File: config.mk
export PLATFORM = sky130hd
export DESIGN_NAME = aliens_io_ctrl
export DESIGN_NICKNAME = d
export VERILOG_FILES = /design/src/rtl/aliens_io_pkg.sv /design/src/rtl/io_watchdog.sv /design/src/rtl/aliens_io_ctrl.sv
export SDC_FILE = /design/constraint.sdc
export NUM_CORES = 1
export LEC_CHECK = 0
export ABC_AREA = 1
export CORE_ASPECT_RATIO = 0.75
export CORE_UTILIZATION = 25
export CTS_BUF_LIST = sky130_fd_sc_hd__clkbuf_8
export DETAILED_ROUTE_END_ITERATION = 8
export PLACE_DENSITY = 0.47
export SYNTH_ARGS = -nofsm -noshare
export SYNTH_HDL_FRONTEND = slang
export SYNTH_HIERARCHICAL = 1
export SYNTH_SLANG_ARGS = --single-unit
export TNS_END_PERCENT = 50
File: constraint.sdc
create_clock -name clk_i -period 2.8 [get_ports clk_i]
set_input_delay 0.42 -clock clk_i [delete_from_list [all_inputs] [get_ports clk_i]]
set_output_delay 0.42 -clock clk_i [all_outputs]
set_load 0.005 [all_outputs]
File: src/rtl/aliens_io_pkg.sv
// Shared constants for the Aliens I/O window: sub-addresses and control bit positions.
package aliens_io_pkg;

    // Sub-addresses inside the 0x5F80-0x5F9F window (CPU A[3:0])
    localparam logic [3:0] SA_DSW3 = 4'h0;
    localparam logic [3:0] SA_IN1  = 4'h1;
    localparam logic [3:0] SA_IN2  = 4'h2;
    localparam logic [3:0] SA_DSW2 = 4'h3;
    localparam logic [3:0] SA_DSW1 = 4'h4;
    localparam logic [3:0] SA_CTRL = 4'h8;
    localparam logic [3:0] SA_SND  = 4'hC;

    // Control latch bit positions
    localparam int CTRL_COIN0 = 0;
    localparam int CTRL_COIN1 = 1;
    localparam int CTRL_BANK  = 5;
    localparam int CTRL_RMRD  = 6;
    localparam int CTRL_LED   = 7;

    // Value returned for unmapped reads and when the window is not selected
    localparam logic [7:0] OPEN_BUS = 8'hFF;

endpackage

File: src/rtl/io_watchdog.sv
// Watchdog: down-counter reloaded by kicks; on expiry emits a fixed-length reset pulse.
module io_watchdog #(
    parameter logic [23:0] WDOG_CYCLES = 24'd2_000_000,
    parameter int          WDOG_PULSE  = 16
) (
    input  logic clk_i,
    input  logic rst_i,
    input  logic kick_i,
    output logic timeout_o,
    output logic wdog_rst_o
);

    localparam logic [23:0] CNT_LOAD   = WDOG_CYCLES - 24'd1;
    localparam logic [15:0] PULSE_LOAD = 16'(WDOG_PULSE - 1);

    logic [23:0] cnt_q, cnt_d;
    logic [15:0] pulse_cnt_q, pulse_cnt_d;
    logic        pulse_q, pulse_d;

    // Expiry event: counter already at zero, not pulsing, and no rescuing kick this cycle
    assign timeout_o  = ~pulse_q & ~kick_i & (cnt_q == 24'd0);
    assign wdog_rst_o = pulse_q;

    // Next-state: pulse timing has priority, then kick, then expiry, then countdown
    always_comb begin
        cnt_d       = cnt_q;
        pulse_cnt_d = pulse_cnt_q;
        pulse_d     = pulse_q;
        if (pulse_q) begin
            // Counter frozen and kicks ignored while the pulse is running
            if (pulse_cnt_q == 16'd0) begin
                pulse_d = 1'b0;
                cnt_d   = CNT_LOAD;
            end else begin
                pulse_cnt_d = pulse_cnt_q - 16'd1;
            end
        end else if (kick_i) begin
            cnt_d = CNT_LOAD;
        end else if (cnt_q == 24'd0) begin
            pulse_d     = 1'b1;
            pulse_cnt_d = PULSE_LOAD;
        end else begin
            cnt_d = cnt_q - 24'd1;
        end
    end

    // State registers
    always_ff @(posedge clk_i or posedge rst_i) begin
        if (rst_i) begin
            cnt_q       <= CNT_LOAD;
            pulse_cnt_q <= 16'd0;
            pulse_q     <= 1'b0;
        end else begin
            cnt_q       <= cnt_d;
            pulse_cnt_q <= pulse_cnt_d;
            pulse_q     <= pulse_d;
        end
    end

endmodule

File: src/rtl/aliens_io_ctrl.sv
// Aliens I/O window controller: access edge detect, control latch, sound-command
// latch with IRQ handshake, input read mux and watchdog.
module aliens_io_ctrl
    import aliens_io_pkg::*;
#(
    parameter logic [23:0] WDOG_CYCLES = 24'd2_000_000,
    parameter int          WDOG_PULSE  = 16,
    parameter logic [7:0]  CTRL_RESET  = 8'h00
) (
    input  logic       clk_i,
    input  logic       rst_i,
    input  logic       iocs_n_i,
    input  logic       rw_i,
    input  logic [3:0] addr_i,
    input  logic [7:0] din_i,
    output logic [7:0] dout_o,
    input  logic [7:0] dsw1_i,
    input  logic [7:0] dsw2_i,
    input  logic [7:0] dsw3_i,
    input  logic [7:0] in1_i,
    input  logic [7:0] in2_i,
    input  logic       snd_ack_i,
    output logic [1:0] coin_cnt_o,
    output logic       bank0000_o,
    output logic       rmrd_o,
    output logic       led_o,
    output logic [7:0] snd_cmd_o,
    output logic       snd_irq_o,
    output logic       wdog_rst_o
);

    // Only the control bits that drive outputs are stored
    logic [1:0] coin_q, coin_d;
    logic       bank_q, bank_d;
    logic       rmrd_q, rmrd_d;
    logic       led_q,  led_d;
    logic [7:0] snd_cmd_q, snd_cmd_d;
    logic       snd_irq_q, snd_irq_d;
    logic       iocs_n_q;
    // Set once iocs_n has been seen high after reset, so a select that was
    // already low when reset released cannot count as a fresh access.
    logic       hi_seen_q;

    logic acc, wr_acc, kick, timeout, wdog_rst, clear;

    assign acc    = ~iocs_n_i & iocs_n_q & hi_seen_q;
    assign wr_acc = acc & ~rw_i;
    assign kick   = acc & rw_i & (addr_i == SA_CTRL);
    assign clear  = timeout | wdog_rst;

    io_watchdog #(
        .WDOG_CYCLES (WDOG_CYCLES),
        .WDOG_PULSE  (WDOG_PULSE)
    ) u_wdog (
        .clk_i      (clk_i),
        .rst_i      (rst_i),
        .kick_i     (kick),
        .timeout_o  (timeout),
        .wdog_rst_o (wdog_rst)
    );

    // Read mux: combinational, open bus when not a selected read
    always_comb begin
        dout_o = OPEN_BUS;
        if (~iocs_n_i & rw_i) begin
            case (addr_i)
                SA_DSW3: dout_o = dsw3_i;
                SA_IN1:  dout_o = in1_i;
                SA_IN2:  dout_o = in2_i;
                SA_DSW2: dout_o = dsw2_i;
                SA_DSW1: dout_o = dsw1_i;
                default: dout_o = OPEN_BUS;
            endcase
        end
    end

    // Latch next-state: watchdog clear beats CPU writes; a sound write beats an ack
    always_comb begin
        coin_d    = coin_q;
        bank_d    = bank_q;
        rmrd_d    = rmrd_q;
        led_d     = led_q;
        snd_cmd_d = snd_cmd_q;
        snd_irq_d = snd_irq_q;
        if (clear) begin
            coin_d    = {CTRL_RESET[CTRL_COIN1], CTRL_RESET[CTRL_COIN0]};
            bank_d    = CTRL_RESET[CTRL_BANK];
            rmrd_d    = CTRL_RESET[CTRL_RMRD];
            led_d     = CTRL_RESET[CTRL_LED];
            snd_cmd_d = 8'h00;
            snd_irq_d = 1'b0;
        end else begin
            if (wr_acc && addr_i == SA_CTRL) begin
                coin_d = {din_i[CTRL_COIN1], din_i[CTRL_COIN0]};
                bank_d = din_i[CTRL_BANK];
                rmrd_d = din_i[CTRL_RMRD];
                led_d  = din_i[CTRL_LED];
            end
            if (wr_acc && addr_i == SA_SND) begin
                snd_cmd_d = din_i;
                snd_irq_d = 1'b1;
            end else if (snd_ack_i) begin
                snd_irq_d = 1'b0;
            end
        end
    end

    // State registers
    always_ff @(posedge clk_i or posedge rst_i) begin
        if (rst_i) begin
            coin_q    <= {CTRL_RESET[CTRL_COIN1], CTRL_RESET[CTRL_COIN0]};
            bank_q    <= CTRL_RESET[CTRL_BANK];
            rmrd_q    <= CTRL_RESET[CTRL_RMRD];
            led_q     <= CTRL_RESET[CTRL_LED];
            snd_cmd_q <= 8'h00;
            snd_irq_q <= 1'b0;
            iocs_n_q  <= 1'b1;
            hi_seen_q <= 1'b0;
        end else begin
            coin_q    <= coin_d;
            bank_q    <= bank_d;
            rmrd_q    <= rmrd_d;
            led_q     <= led_d;
            snd_cmd_q <= snd_cmd_d;
            snd_irq_q <= snd_irq_d;
            iocs_n_q  <= iocs_n_i;
            hi_seen_q <= hi_seen_q | iocs_n_i;
        end
    end

    assign coin_cnt_o = coin_q;
    assign bank0000_o = bank_q;
    assign rmrd_o     = rmrd_q;
    assign led_o      = led_q;
    assign snd_cmd_o  = snd_cmd_q;
    assign snd_irq_o  = snd_irq_q;
    assign wdog_rst_o = wdog_rst;

endmodule

After elaboration in Yosys (flattened, before gate mapping)
Cells that the tools add are included.

word-level totals
  bits in registers = 57
  bits in latches = 0
  memory bits (writable) = 0
  ROM bits = 0
  bits of input ports = 57
  output and inout port bits = 23
  word-level logic and storage cells = 75
  memories = 0

cells by class
  $add $sub $neg = 2
  multiply operators = 0
  div/mod/pow operators = 0
  magnitude comparators = 0
  eq/ne operators = 10
  shift-type cells = 0
  muxes and demuxes = 27
  bitwise gates (word level) = 14
  reductions and logical operators = 11

operators with widths
  cell                                                                    number
  24-bit two-way mux                                                      4
  16-bit two-way mux                                                      4
  8-bit case mux with 5 select lines                                      1
  24-bit zero test                                                        1
  8-bit two-way mux                                                       3
  24-bit by 1-bit subtractor with 24-bit output (second input constant)   1
  16-bit zero test                                                        1
  16-bit by 1-bit subtractor with 16-bit output (second input constant)   1
  1-bit two-way mux                                                       13
  1-bit bitwise AND                                                       8
  4-bit by 2-bit equality test with 1-bit output (second input constant)  2
  4-bit equality test (second input constant)                             2
  2-bit != test (second input constant)                                   3
  2-bit nonzero test                                                      3
  4-bit by 1-bit equality test with 1-bit output (second input constant)  1
  4-bit by 3-bit equality test with 1-bit output (second input constant)  1
  4-bit zero test                                                         1
  2-bit two-way mux                                                       2
  1-bit NOT                                                               4
  3-bit by 1-bit != test with 1-bit output (second input constant)        1
  3-bit AND reduction                                                     1
  3-bit nonzero test                                                      1
  1-bit logical AND                                                       2
  1-bit bitwise OR                                                        2
  2-bit AND reduction                                                     1

Logic depth before layout (Yosys ltp)
Gate-level depths: netlist of the first run.

  depth in word-level cells = 10
  mapped depth = 13
  mapped depth without buffers = 13

By module
The synthesis of the first run kept the hierarchy.

by module, submodules not included
  module          times used  cells an instance  area an instance (µm²)
  io_watchdog     1           414                2881.5
  aliens_io_ctrl  1           195                1202.4

Worst setup path after synthesis of the first run
Ideal clock, no wire load.

  path kind = input to register
  start point = input addr_i[2]
  end point = register bank_q (netlist: bank0000_o)
  data arrival time = 2.291 ns
  data required time = 2.734 ns
  path slack = 0.443 ns
  stages = 12
  path buffers = 1
  cell sequence = inv_1 nand2_1 nor4_1 inv_2 nand2_4 nor3_4 nand2_1 nor2_1 nor2_1 clkbuf_1 nand4_1 nand2_1

on the way
  longest elaborated chain between the ends = 7

RTL lines
  element                                                  line                   text
  start: declaration                                       aliens_io_ctrl.sv:14   input logic [3:0] addr_i,
  4-bit equality test *                                    aliens_io_ctrl.sv:48   assign kick = acc & rw_i & (addr_i == SA_CTRL);
  1-bit bitwise AND *                                      aliens_io_ctrl.sv:48
  net kick                                                 aliens_io_ctrl.sv:44   logic acc, wr_acc, kick, timeout, wdog_rst, clear;
  1-bit NOT *                                              io_watchdog.sv:21      assign timeout_o = ~pulse_q & ~kick_i & (cnt_q == 24'd0);
  1-bit bitwise AND * (2 in series)                        io_watchdog.sv:21
  net timeout                                              aliens_io_ctrl.sv:44
  1-bit bitwise OR *                                       aliens_io_ctrl.sv:49   assign clear = timeout | wdog_rst;
  1-bit two-way mux or 2-bit nonzero test (tied branches)  --
  end signal: assignment                                   aliens_io_ctrl.sv:112  bank_q <= CTRL_RESET[CTRL_BANK];
  end signal: assignment                                   aliens_io_ctrl.sv:121  bank_q <= bank_d;
  end: declaration                                         aliens_io_ctrl.sv:34   logic bank_q, bank_d;

Mark *: on every way through the listed nets, which the timed path passes. The rest lies on a longest branch.
A chain may end at the register's enable or synchronous reset.

Worst setup path in the final report of the first run
  start point = input addr_i[1]
  end point = output dout_o[0]

on the way
  longest elaborated chain between the ends = 3

RTL lines
  element                                                                       line                  text
  4-bit by 3-bit equality test with 1-bit output, or another cell as far along  aliens_io_ctrl.sv:66  case (addr_i)
  8-bit case mux with 5 select lines *                                          aliens_io_ctrl.sv:66
  8-bit two-way mux *                                                           aliens_io_ctrl.sv:65  if (~iocs_n_i & rw_i) begin
  end: declaration                                                              aliens_io_ctrl.sv:16  output logic [7:0] dout_o,

Mark *: on every way between the ends. The rest lies on a longest branch, timed or not.

==> metrics.csv, run 1 <==
metric;value;unit
run status;finished clean;
Synth Area per Inst;6.71;sq um
n_diodes;0;
synthesis-to-layout area growth;31.4;%
First DRT Iteration DRCs;291;
non-filler cells, final;915;
top_reg_cell synth;dfrtp_1;
worst path required time;2.38;ns
final setup violating endpoints;0;
layout cell share with drive strength beyond 1;12.3;%
die span in y;113;microns
XOR/XNOR Fraction of Synth Area;2.79;%
FILL cells;1752;
Final TNS setup;0;ns
Util after Layout;33.5;%
Clock Latency Late Sink;0.36;ns
Seq pwr share;45.0;%
adder-cell area share of the yosys netlist;1.23;%
RSZ-0062 raised after global routing;false;
post-synth cell types;35;
hpwl dp;9.16;mm
Final GP Congestion;0.844;
Inst Count DP;899;
TritonCTS Sinks;57;
Final Critical Period;2.66;ns
total power;1.84;mW
total power divided by cell area;342;mW/mm^2
drt pass-1 iters;5;
CP Capture Type;primary output;
global-route wire length before repair;19.4;mm
crit path max fanout;8;
Max Slew Vio Count;0;
Simple-Gate Fraction of Synth Area;45.2;%
Hold WC Path Type;primary input to asynchronous set/reset pin;
Comb pwr share;9.5;%
DRC Markers;0;
slew of the pin with the lowest slew margin;0.636;ns
Post-synth EDFFs;0;
Ports;80;
CTS Hold Bufs;0;
CP Launch Type;primary input;
Total Routing Usage GR;14.6;%
worst endpoint data arrival time;2.24;ns
register bit total from synthesis;57;
nets@finish;761;
initial core utilization;25.5;%
final hold vios;0;
pin count of the biggest net entering global routing;36;
Synth Area in Compound Gates;5.64;%
Syn Nets;670;
vias per cell;4.55;
Reg clk slew, reported paths;0.07;ns
core area;0.0160;sq mm
Leak;2.57;nW
Inserted Clock Buffers;9;
Worst R2R Setup Slack;0.68;ns
NetSw;420;uW
Root Buffer;clkbuf_8;
Post-synth ARST share;100;%
standard-cell row count;40;
initial antenna violation count;0;
kind of critical path;primary input to primary output;
Die Footprint;0.0169;sq mm
Max Fclk;376;MHz
CTS tree;done;
Synth warnings;6;
port buffer count;79;
Peak VDD IR;0.200;mV
post-synthesis sequential area ratio;35.4;%
cell count after synthesis;609;
# H-tree levels;3;
maxcap violations;0;
Die W;150;microns
Pint;1.42;mW
wire per inst;12.9;microns
Fin Clk Skew;0.0139;ns
synthesized area;0.00408;sq mm
Via Count;4160;
routed wire length;11.8;mm
switch share;22.9;%
period utilization;94.9;%
ANT nets after route;0;
main combinational cell family by area after synthesis;simple AND/OR/NAND/NOR gates;
mux share of post-synthesis cell area;0;%
total gr overflow;0;
Clock Tree Buf Depth;2;
clock network fraction of total power;45.5;%
Max-slew headroom;57.5;%
number of global-route vias before repair;3789;
cells on worst reg2reg path;9;
-- layer usage --
layer / vias to the layer above / part of all wire [%] / global-route usage [%]
li1: 2133 / - / -
met1: 1926 / 52 / 22.0
met2: 86 / 42 / 20.3
met3: 15 / 4.3 / 3.41
met4: 0 / 1.5 / 4.22
met5: - / 0 / 0
-- sequential cells by signal (all words and copies together) (netlist names), 2 cells and up --
signal and cells:
u_wdog/cnt_q 24, coin_cnt_o 2, snd_cmd_o 8, u_wdog/pulse_cnt_q 16
-- final cells by class --
cell class / count / area [sq um] / area share (%)
Sequential cell: 57 / 1440 / 26.9
Clock inverter: 7 / 87.6 / 1.63
Multi-Input combinational cell: 467 / 2250 / 41.9
Timing Repair Buffer: 97 / 938 / 17.5
Inverter: 68 / 263 / 4.90
Tap cell: 210 / 263 / 4.90
Clock buffer: 9 / 124 / 2.31
-- kinds of logic (layout without fill, tap and decap cells) --
kind of cell             count (synthesis)  after routing
AO/OA/AOI/OAI                           36             36
buffers and inverters                   85            181
XOR/XNOR                                13             13
adder cells (fa/ha/maj)                  4              4
AND/OR/NAND/NOR                        414            414
flip-flops                              57             57
-- final timing paths --
| path | start | to |
|---|---|---|
| setup / recovery | addr_i[1] | dout_o[0] |
| hold / removal | rst_i | u_wdog/cnt_q[16] |
| setup reg to reg | u_wdog/cnt_q[0] | u_wdog/cnt_q[18] |
| hold reg to reg | hi_seen_q | hi_seen_q |
| max in group asynchronous | rst_i | u_wdog/cnt_q[6] |
| min in group clk_i | hi_seen_q | hi_seen_q |
-- per-stage QoR --
step / setup WS (ns) / hold WS [ns] / area [sq um]
after floorplan: 0.443 / 0.333 / 4080
after global routing: 0.0319 / 0.411 / 5370
after global placement: 0.0820 / 0.451 / 5150
after detailed placement: 0.0815 / 0.456 / 5150
final: 0.144 / 0.380 / 5370
after CTS: 0.0784 / 0.373 / 5360
-- cells in the mapped netlist (3+ instances only) --
master | number | area, sq um
buf_4 | 4 | 30.0
nand3_1 | 83 | 415
a21oi_1 | 3 | 15.0
o21ai_1 | 12 | 60.1
inv_1 | 64 | 240
nor2_1 | 107 | 402
o21ai_0 | 6 | 30.0
nor2_2 | 7 | 43.8
nand2_1 | 163 | 612
buf_6 | 4 | 45.0
nor3_1 | 5 | 25.0
clkbuf_1 | 5 | 18.8
o21ai_2 | 10 | 87.6
dfrtp_1 | 43 | 1080
nand4_1 | 28 | 175
xor2_1 | 11 | 96.3
nand2_2 | 13 | 81.3
dfstp_2 | 14 | 368
ha_1 | 4 | 50.1
a21o_1 | 3 | 22.5
-- power groups by stage --
stage               registers [mW]  clock network (mW)  logic [mW]
floorplan                    0.840                   0      0.0580
global placement             0.840                   0       0.175
detailed placement           0.840                   0       0.175
CTS                          0.826               0.877       0.176
global route                 0.825               0.909       0.191
finish                       0.826               0.836       0.174
-- what timing repair did --
| action | in CTS | in global routing |
|---|---|---|
| resized for setup | 0 | 2 |
| buffers inserted | 0 | 0 |
| endpoints found under the setup margin | 0 | 8 |
-- placed cells by master, fill, tap and decap left out, types with 6 or more instances in the layout --
cell	synthesis	final
o21ai_0	6	6
nor2_1	107	107
clkdlybuf4s50_1	0	79
nand2_2	13	14
inv_1	64	65
o21ai_2	10	10
nand3_1	83	83
nor2_2	7	6
nand4_1	28	28
dfrtp_1	43	43
clkbuf_8	0	9
dfstp_2	14	14
buf_4	4	17
o21ai_1	12	12
xor2_1	11	11
nand2_1	163	162
-- critical path, stage by stage --
cell	delay, ns
clkdlybuf4s50_1	0.48
nor2_2	0.36
buf_4	0.20
nand3_1	0.08
nand2_1	0.08
nor2_1	0.05
nand2_1	0.07
clkdlybuf4s50_1	0.50
No activity file was read; power rests on OpenSTA's default activity.
==> run 2: changes to the inputs <==
Clock period 2.8 ns to 3 ns, I/O delays scaled along.
==> metrics.csv, run 2 (synthesized netlist as in run 1, its figures left out) <==
metric;value;unit
Peak VDD IR;0.253;mV
reg2reg start;iocs_n_q;
RSZ-0062 raised after global routing;false;
period utilization;94.0;%
die span in y;113;microns
pin count of the biggest net entering global routing;36;
Leak;2.59;nW
number of global-route vias before repair;3932;
Root Buffer;clkbuf_8;
max FFs per register;24;
Hold WC Path Type;primary input to asynchronous set/reset pin;
port buffer count;79;
cells on worst reg2reg path;11;
CTS tree;done;
core area;0.0160;sq mm
run status;finished clean;
Final GP Congestion;0.822;
worst endpoint data arrival time;2.37;ns
Top Family by Delay on Critical Path;buffers and inverters;
Final TNS setup;0;ns
max incr delay on CP;0.50;ns
final hold vios;0;
non-filler cells, final;913;
standard-cell row count;40;
Worst R2R Setup Slack;0.81;ns
worst-path cell chain;clkdlybuf4s50_1 -> nor2_2 -> buf_12 -> inv_1 -> nand2_1 -> nand2_2 -> nor2_1 -> nand2_1 -> clkdlybuf4s50_1;
most common cell after layout, fill and taps aside;nand2_1;
nets@finish;759;
CP Capture Type;primary output;
hold_ws;0.417;ns
Clock Tree Buf Depth;2;
drt pass-1 iters;5;
# resized after CTS;0;
CTS Hold Bufs;0;
First DRT Iteration DRCs;244;
Inserted Clock Buffers;9;
Clock Latency Late Sink;0.35;ns
ANT nets after route;0;
Via Count;4132;
Max Fclk;354;MHz
global-route wire length before repair;19.7;mm
Ports;80;
Final Critical Period;2.82;ns
n_diodes;0;
largest register by flop count;u_wdog/cnt_q;
Fin Clk Skew;0.0100;ns
FILL cells;1750;
Die Footprint;0.0169;sq mm
hpwl dp;9.25;mm
vias per cell;4.53;
Setup Buffers After CTS;0;
Reg clk slew, reported paths;0.07;ns
final setup violating endpoints;0;
total gr overflow;0;
Inst Count DP;897;
Die W;150;microns
crit path max fanout;20;
initial core utilization;25.5;%
commonest cells after routing, fill and taps aside;163 x nand2_1, 107 x nor2_1, 83 x nand3_1, 79 x clkdlybuf4s50_1, 65 x inv_1;
# H-tree levels;3;
worst path buffer plus inverter count;4;
wire per inst;13.0;microns
routed wire length;11.9;mm
layout cell share with drive strength beyond 1;11.9;%
Total Routing Usage GR;15.0;%
CP Launch Type;primary input;
FF-to-FF End;snd_cmd_o[3];
slew of the pin with the lowest slew margin;0.628;ns
synthesis-to-layout area growth;31.6;%
total power divided by cell area;330;mW/mm^2
kind of critical path;primary input to primary output;
Max Slew Vio Count;0;
stages on the worst setup path;9;
DRC Markers;0;
initial antenna violation count;0;
slowest cell on the critical path;clkdlybuf4s50_1;
Max-slew headroom;58.1;%
maxcap violations;0;
worst path required time;2.55;ns
TritonCTS Sinks;57;
==> run 2: cell types whose count changed in the layout (fill, tap and decap cells not counted) <==
cell	change
buf_4	-3
clkinvlp_4	-2
buf_12	+1
nor2_2	+1
clkinv_2	-1
nand2_1	+1
nor2_4	-1
nand2_2	-1
clkbuf_8	+3
==> run 2: layout make-up <==
class | count | area [sq um] | share of cell area [%]
clock buffers | 12 | 165 | 3.07
clock inverters | 4 | 67.6 | 1.26
inverters | 68 | 263 | 4.89
multi-input cells | 467 | 2240 | 41.6
flip-flops and latches | 57 | 1440 | 26.9
well taps | 210 | 263 | 4.89
repair buffers | 95 | 936 | 17.4
==> run 2: how the worst max path moves through the flow <==
stage,start,to,slack [ns]
finish,addr_i[3],dout_o[4],0.18
global route,addr_i[3],dout_o[6],0.03
CTS,addr_i[3],dout_o[4],0.16
detailed placement,addr_i[3],snd_cmd_o[3],0.17
global placement,addr_i[3],dout_o[6],0.18
floorplan,addr_i[2],bank0000_o,0.61
==> run 2: through the flow <==
stage	utilization (%)	power [mW]	instance area [sq um]	setup slack [ns]
6_report	33.6	1.78	5380	0.179
4_1_cts	33.6	1.81	5380	0.160
3_5_place_dp	32.1	0.948	5140	0.170
3_3_place_gp	32.1	0.948	5140	0.180
2_1_floorplan	-	0.839	4080	0.613
5_1_grt	33.6	1.86	5380	0.0270
==> run 2: layer usage <==
metal,wire [microns],share of wire [%],GRT usage (%)
met5,0,0,0
met4,161,1.4,3.81
met3,555,4.7,3.58
met2,5020,42,21.9
met1,6130,52,21.7
==> run 2: report_power, final <==
group | internal (mW) | switching, mW | leakage (nW)
clock network | 0.530 | 0.315 | 0.125
registers | 0.771 | 0.000190 | 0.709
logic | 0.0909 | 0.0703 | 1.75
total | 1.39 | 0.385 | 2.59
==> run 3: changes to the inputs <==
Settings changed: ABC_CLOCK_PERIOD_IN_PS set to 3000, SLEW_MARGIN set to 20.
==> results of run 3 <==
The final DEF is identical to that of run 2; final timing and power are the same.
